File: config.mk
export PLATFORM = sky130hd
export DESIGN_NAME = sensor_scheduler
export DESIGN_NICKNAME = d
export VERILOG_FILES = /design/src/rtl/lightpwm_pkg.sv /design/src/rtl/sensor_scheduler_tick_gen.sv /design/src/rtl/sensor_scheduler.sv
export SDC_FILE = /design/constraint.sdc
export NUM_CORES = 1
export LEC_CHECK = 0
export CORE_MARGIN = 1
export CORE_UTILIZATION = 47
export CTS_BUF_LIST = sky130_fd_sc_hd__clkbuf_4 sky130_fd_sc_hd__clkbuf_8 sky130_fd_sc_hd__clkbuf_16
export DETAILED_ROUTE_END_ITERATION = 12
export GPL_TIMING_DRIVEN = 0
export PLACE_DENSITY = 0.92
export SKIP_CTS_REPAIR_TIMING = 1
export SYNTH_ARGS = -nofsm -noshare
export SYNTH_HDL_FRONTEND = slang
export SYNTH_SLANG_ARGS = --single-unit
File: constraint.sdc
create_clock -name clk -period 3.95 [get_ports clk]
set_input_delay 0.395 -clock clk [delete_from_list [all_inputs] [get_ports clk]]
set_output_delay 0.395 -clock clk [all_outputs]
set_load 0.02 [all_outputs]
File: src/rtl/lightpwm_pkg.sv
// Shared types and constants for the sensor acquisition scheduler.
// The optional watchdog is built only when SCHED_WATCHDOG_EN is defined.
package lightpwm_pkg;

   localparam int DATA_W_DEF = 8;
   localparam int ERR_CNT_W  = 8;
   localparam logic [ERR_CNT_W-1:0] ERR_CNT_MAX = 8'hFF;

   // State constants kept as plain localparams for legacy tools.
   typedef logic [1:0] sched_state_t;
   localparam sched_state_t ST_IDLE  = 2'd0;
   localparam sched_state_t ST_START = 2'd1;
   localparam sched_state_t ST_WAIT  = 2'd2;
   localparam sched_state_t ST_ABORT = 2'd3;

endpackage

File: src/rtl/sensor_scheduler_tick_gen.sv
// Free-running acquisition tick: one pulse every PERIOD cycles while enable is high.
// Counter is parked at zero whenever enable is low.
module tick_gen #(
   parameter int PERIOD = 1000
) (
   input  logic clk,
   input  logic rst,
   input  logic enable,
   output logic tick
);

   localparam int CNT_W = $clog2(PERIOD);
   localparam logic [CNT_W-1:0] CNT_LAST = CNT_W'(PERIOD - 1);

   logic [CNT_W-1:0] r_count;

   always_ff @(posedge clk) begin
      if (rst || !enable) begin
         r_count <= '0;
      end else if (r_count == CNT_LAST) begin
         r_count <= '0;
      end else begin
         r_count <= r_count + CNT_W'(1);
      end
   end

   // Gated so that dropping enable on the last count cannot launch a read.
   assign tick = enable && (r_count == CNT_LAST);

endmodule

File: src/rtl/sensor_scheduler.sv
// Periodic sensor read scheduler: launches a read each tick and captures the result.
// Define SCHED_WATCHDOG_EN to add the WAIT timeout, abort pulse and error counter.
module sensor_scheduler
   import lightpwm_pkg::*;
#(
   parameter int PERIOD  = 1000,
   parameter int TIMEOUT = 256,
   parameter int DATA_W  = DATA_W_DEF
) (
   input  logic                 clk,
   input  logic                 rst,
   input  logic                 enable,
   output logic                 start,
   input  logic                 done,
   input  logic [DATA_W-1:0]    data_in,
   output logic [DATA_W-1:0]    sample,
   output logic                 sample_valid,
   output logic                 timeout_err,
   output logic                 overrun,
   output logic [ERR_CNT_W-1:0] err_cnt
);

   if (PERIOD < 4 || TIMEOUT < 2) begin : g_param_check
      $error("sensor_scheduler: PERIOD must be >= 4 and TIMEOUT >= 2");
   end

   logic              w_tick;
   logic              w_done_ok;
   logic              w_expire;
   sched_state_t      r_state;
   sched_state_t      w_state_next;
   logic [DATA_W-1:0] r_sample;
   logic              r_sample_valid;
   logic              r_overrun;

   tick_gen #(
      .PERIOD (PERIOD)
   ) u_tick_gen (
      .clk    (clk),
      .rst    (rst),
      .enable (enable),
      .tick   (w_tick)
   );

   assign w_done_ok = (r_state == ST_WAIT) && done;

`ifdef SCHED_WATCHDOG_EN
   localparam int WAIT_W = $clog2(TIMEOUT);
   localparam logic [WAIT_W-1:0] WAIT_LAST = WAIT_W'(TIMEOUT - 1);

   logic [WAIT_W-1:0]    r_wait_cnt;
   logic [ERR_CNT_W-1:0] r_err_cnt;

   // Held at zero outside WAIT, so it always starts from zero on entry.
   always_ff @(posedge clk) begin
      if (rst || (r_state != ST_WAIT)) begin
         r_wait_cnt <= '0;
      end else begin
         r_wait_cnt <= r_wait_cnt + WAIT_W'(1);
      end
   end

   always_ff @(posedge clk) begin
      if (rst) begin
         r_err_cnt <= '0;
      end else if ((r_state == ST_ABORT) && (r_err_cnt != ERR_CNT_MAX)) begin
         r_err_cnt <= r_err_cnt + ERR_CNT_W'(1);
      end
   end

   // A done arriving on the last wait cycle takes priority over the abort.
   assign w_expire    = (r_state == ST_WAIT) && (r_wait_cnt == WAIT_LAST) && !done;
   assign timeout_err = (r_state == ST_ABORT);
   assign err_cnt     = r_err_cnt;
`else
   assign w_expire    = 1'b0;
   assign timeout_err = 1'b0;
   assign err_cnt     = '0;
`endif

   always_comb begin
      w_state_next = r_state;
      case (r_state)
         ST_IDLE: begin
            if (w_tick) begin
               w_state_next = ST_START;
            end
         end
         ST_START: begin
            w_state_next = ST_WAIT;
         end
         ST_WAIT: begin
            if (done) begin
               w_state_next = ST_IDLE;
            end else if (w_expire) begin
               w_state_next = ST_ABORT;
            end
         end
         default: begin
            w_state_next = ST_IDLE;
         end
      endcase
   end

   always_ff @(posedge clk) begin
      if (rst) begin
         r_state        <= ST_IDLE;
         r_sample       <= '0;
         r_sample_valid <= 1'b0;
         r_overrun      <= 1'b0;
      end else begin
         r_state        <= w_state_next;
         r_sample_valid <= w_done_ok;
         if (w_done_ok) begin
            r_sample <= data_in;
         end
         // Ticks that land mid-transaction are dropped, not queued.
         if (w_tick && (r_state != ST_IDLE)) begin
            r_overrun <= 1'b1;
         end
      end
   end

   assign start        = (r_state == ST_START);
   assign sample       = r_sample;
   assign sample_valid = r_sample_valid;
   assign overrun      = r_overrun;

endmodule

Word level (Yosys, flattened, before mapping)
Index checks and enable logic that the tools add are counted.

$add $sub $neg: 1. Equal/unequal tests: 5. Multiplexer cells: 3. Reduce and logical (&&, ||, !) cells: 9.

Operator list (number): adder 10 x 1 -> 10 bit (second input constant) (1); equality test 10 bit (second input constant) (1); one-hot mux 2 bit (3 select lines) (1); two-way mux 2 bit (2); inequality test 2 bit (second input constant) (2); logical AND 1 bit (3); equality test 2 x 1 -> 1 bit (second input constant) (1); equality test 2 bit (second input constant) (1); zero test 2 bit (1); AND reduction 2 bit (1); nonzero test 2 bit (1); OR reduction 2 bit (1); zero test 1 bit (1); logical OR 1 bit (1).

Bits in registers: 22. Input port bits: 12. Output and inout bits: 20. Word-level logic and storage cells: 23.

Logic depth before layout (Yosys ltp)
Depth in word-level cells: 4. Depth in mapped cells: 5. Gate-level depth less buffers: 5.

Hierarchy
A second synthesis with hierarchy kept.

Cells, all modules: 110. Area total of the unflattened synthesis: 1032.2 µm².

By module, submodules not included: sensor_scheduler (times used 1, cells each 58, area each 571.8 µm², seq. area each 240.2 µm²); tick_gen (times used 1, cells each 52, area each 460.4 µm², seq. area each 200.2 µm²).

Worst setup path before layout
No wires, ideal clock.

Path kind: reg-to-reg. From: reg u_tick_gen.r_count[0]. To: reg r_overrun (netlist: overrun). Library setup time: 75 ps. Arrival time: 1207 ps. Data required time: 3875 ps. Setup slack: 2668 ps. Cell stages (with the launch flop): 5. Buffers on the path: 0. Clock period less this slack: 1282 ps. Cells stage by stage: dfxtp_1 -> ha_1 -> nand4_1 -> or3_1 -> o22ai_1.

Longest elaborated chain between the ends: 3.

Ends and longest elaborated chain: from (decl) (line sensor_scheduler_tick_gen.sv:15) `logic [CNT_W-1:0] r_count;`; from (signal assigned) (line sensor_scheduler_tick_gen.sv:23) `r_count <= r_count + CNT_W'(1);`; equality test 10 bit (line sensor_scheduler_tick_gen.sv:28) `assign tick = enable && (r_count == CNT_LAST);`; logical AND 1 bit (line sensor_scheduler_tick_gen.sv:28); logical AND 1 bit (line sensor_scheduler.sv:118) `if (w_tick && (r_state != ST_IDLE)) begin`; to (signal assigned) (line sensor_scheduler.sv:110) `r_overrun <= 1'b0;`; to (signal assigned) (line sensor_scheduler.sv:119) `r_overrun <= 1'b1;`; to (decl) (line sensor_scheduler.sv:34) `logic r_overrun;`.

Every way passes these cells. A chain may end at the register's enable or synchronous reset.

Worst setup path in the final report
From: reg r_state[0]. To: out start.

Longest elaborated chain between the ends: 1.

Ends and longest elaborated chain: from (decl) (line sensor_scheduler.sv:30) `sched_state_t r_state;`; from (signal assigned) (line sensor_scheduler.sv:112) `r_state <= w_state_next;`; equality test 2 x 1 -> 1 bit (line sensor_scheduler.sv:124) `assign start = (r_state == ST_START);`; to (decl) (line sensor_scheduler.sv:13) `output logic start,`.

Every way passes these cells.

==> results.md <==
* Hold path startpoint: u_tick_gen.r_count[0]$_SDFF_PP0_
* Num rows at 15
* Die area at around 2200 sq um
* Comb pwr share at under 10%
* Synth unique cells at 28
* Gp weighted congestion at 0.738
* Clock power frac at between 30% and 40%
* Critical Path AT at around 1.6 ns
* CP Buf/Inv Count at 1
* Synth top cells by count: 22 x dfxtp_1, 21 x nor2_1, 9 x buf_4
* CP top delay family: buffers and inverters
* FFs w/ async S/R, synth at 0%
* Initial DRC Count at 15
* Non-Filler Instances at 160
* Startpoint types: flop
* Synthesized instance count at 101
* Root Driver: clkbuf_4
* Post-synthesis sequential area ratio at between 40% and 50%
* Seq pwr share at 59.5%
* Routed Antenna Nets at 0
* Share of cells above drive strength 1 at 12.6%
* Ys flop type: dfxtp_1
* TritonCTS clock tree: yes
* Via count at 775
* Layout overhead on the synthesized area at 34.0%
* Post-route DRC at 0
* Port-buffer cells at 22
* Largest stage delay, worst path at 0.63 ns
* Post-synth top area share at 47.1%
* Drt wl/cell at between 10 and 15 um
* Worst Setup SP: r_state[0]$_SDFFE_PP0P_
* CP Capture Type: output port
* Detail Placement HPWL at 1.38 mm
* Area leader, netlist: dfxtp_1
* Status: completed
* Internal cell power at 0.000296 W
* Post-Route Skew at 0.00245 ns
* CP required at 3.56 ns
* Initial antenna violation count at 0
* Max Cap Viol at 0
* Min-delay worst type: reg2reg
* Critical path class: reg2out
* Die Ht at 46.6 um
* Fmax at just over 500 MHz
* Setup TNS at 0 ns
* Mapped cell area at 935 sq um
* DRT Pass-1 Iters at 4
* Syn avg cell area at 9.25 sq um
* Crit. path cell count at 2
* Met1 wire length at 740 um
* EDFF count, synth at 0
* Total Nets Final at 149
* Hold Crit Depth at 1
* Ranking of synthesized cells by area: dfxtp_1 47%, mux2i_1 8.6%, nor2_1 8.4%
* RSZ-0062 raised after global routing: false
* CTS Buf Count at 3
* Worst path cell trace: nor2b_1, clkdlybuf4s50_1
* Most numerous cell in the Yosys netlist: dfxtp_1
* Reg2reg path depth at 4
* CTS Sinks at 22
* Placed cell count at 156
* Core Region at roughly 1800 sq um
* Die span in x at 46.6 um
* Hold slack at 0.457 ns
* Max layer used: met4
* Slew Limit Fails at 0
* Tmin final at between 1.5 and 2 ns
* Clk_lat worst skew at 0.30 ns
* RR Startpoint: u_tick_gen.r_count[0]$_SDFF_PP0_
* Largest net degree at the start of global routing at 13
* Met3 wire len at ~120 um
* Power Dens Cells at 300 nW/um^2
* CTS H-Tree Depth at 1
* Ys Warns at 0
* First-pass GRT wire length at roughly 2.8 mm
* Synthesized flop and latch total at 22
* CTS clk-pin slew, worst paths at 0.11 ns
* Slowest cell on crit path: clkdlybuf4s50_1
* Final setup vio count at 0
* Via/cell ratio at between 4 and 5
* Vias in the first global route at approximately 700
* Worst-path fanout max at 5
* Ant diodes at 0
* Clock Path Buffers at 2
* Initial Utilization at 51.9%
* Leak at between 0.5 and 0.6 nW
* GRT overflow at 0
* Final instance area at around 1300 sq um
* Met2 wire length at between 800 and 900 um
* Top Ports at 32
* GRT Overall Usage at approximately 19%
* Net Sw Frac at approximately a fifth
* Final critical-path share of the clock period at 49.2%
* Area after DPL at 1220 sq um
* Final hold vios at 0
* Routed WL at 1.78 mm
* Worst IR drop on VDD at 0.191 mV
* Psw at between 0.00007 and 0.00008 W
-- routing by layer --
| layer | vias up | global-route usage (%) |
|---|---|---|
| li1 | 388 | - |
| met1 | 352 | 19.1 |
| met2 | 28 | 34.7 |
| met3 | 7 | 3.92 |
| met4 | 0 | 8.82 |
| met5 | - | 0 |
-- power by group through the flow --
stage | clock (W) | sequential [W] | combinational, W
after global routing | 0.000132 | 0.000224 | 0.0000344
after CTS | 0.000124 | 0.000223 | 0.0000313
after global placement | 0 | 0.000228 | 0.0000309
after floorplan | 0 | 0.000228 | 0.0000188
final | 0.000121 | 0.000223 | 0.0000315
after detailed placement | 0 | 0.000228 | 0.0000312
-- state kept, by name, indices dropped and copies added (netlist names) --
| signal | flops |
|---|---|
| overrun | 1 |
| r_state | 2 |
| sample | 8 |
| u_tick_gen.r_count | 10 |
| sample_valid | 1 |
-- cells by family (layout without fill, tap and decap cells) --
logic type               count (synthesis)  in the layout  synth area share (%)
AO/OA/AOI/OAI                            7              7                  4.69
XOR/XNOR                                 5              5                  4.69
flip-flops                              22             22                  47.1
buffers and inverters                   15             41                  9.77
other                                    1              9                 0.401
AND/OR/NAND/NOR                         42             42                  23.4
adder cells (fa/ha/maj)                  1              1                  1.34
multiplexers                             8              8                  8.57
-- final cells by class --
type | instances | area [sq um]
multi-input cells | 72 | 433
fillers | 134 | 549
plain buffers | 11 | 76.3
flip-flops and latches | 22 | 440
well taps | 25 | 31.3
clock buffers | 4 | 36.3
inverters | 4 | 15.0
repair buffers | 22 | 220
-- layout by cell type, fill, tap and decap left out, drive strengths merged, types with 2 or more instances in the layout --
cell / n
clkdlybuf4s50: 22
dfxtp: 22
nor2: 21
buf: 10
conb: 9
mux2i: 8
nand3: 5
clkbuf: 5
inv: 4
xnor2: 4
nand4: 3
or3: 3
nand2: 3
a31oi: 2
a21oi: 2
nor3: 2
-- worst paths after layout --
| path | endpoint | slack (ns) |
|---|---|---|
| max | start | 2.01 |
| min | u_tick_gen.r_count[0]$_SDFF_PP0_ | 0.46 |
| max reg2reg | overrun$_SDFFE_PP0P_ | 2.49 |
| min reg2reg | u_tick_gen.r_count[0]$_SDFF_PP0_ | 0.46 |
-- metrics by stage --
stage               total power, W  utilization (%)  worst slack (ns)
finish                    0.000375             69.5              2.01
detailed placement        0.000260             67.5              2.26
CTS                       0.000379             69.5              2.00
floorplan                 0.000247                -              2.67
global route              0.000390             69.5              1.87
global placement          0.000259             67.5              2.31
Note: power is estimated with default switching activity, not from simulation.
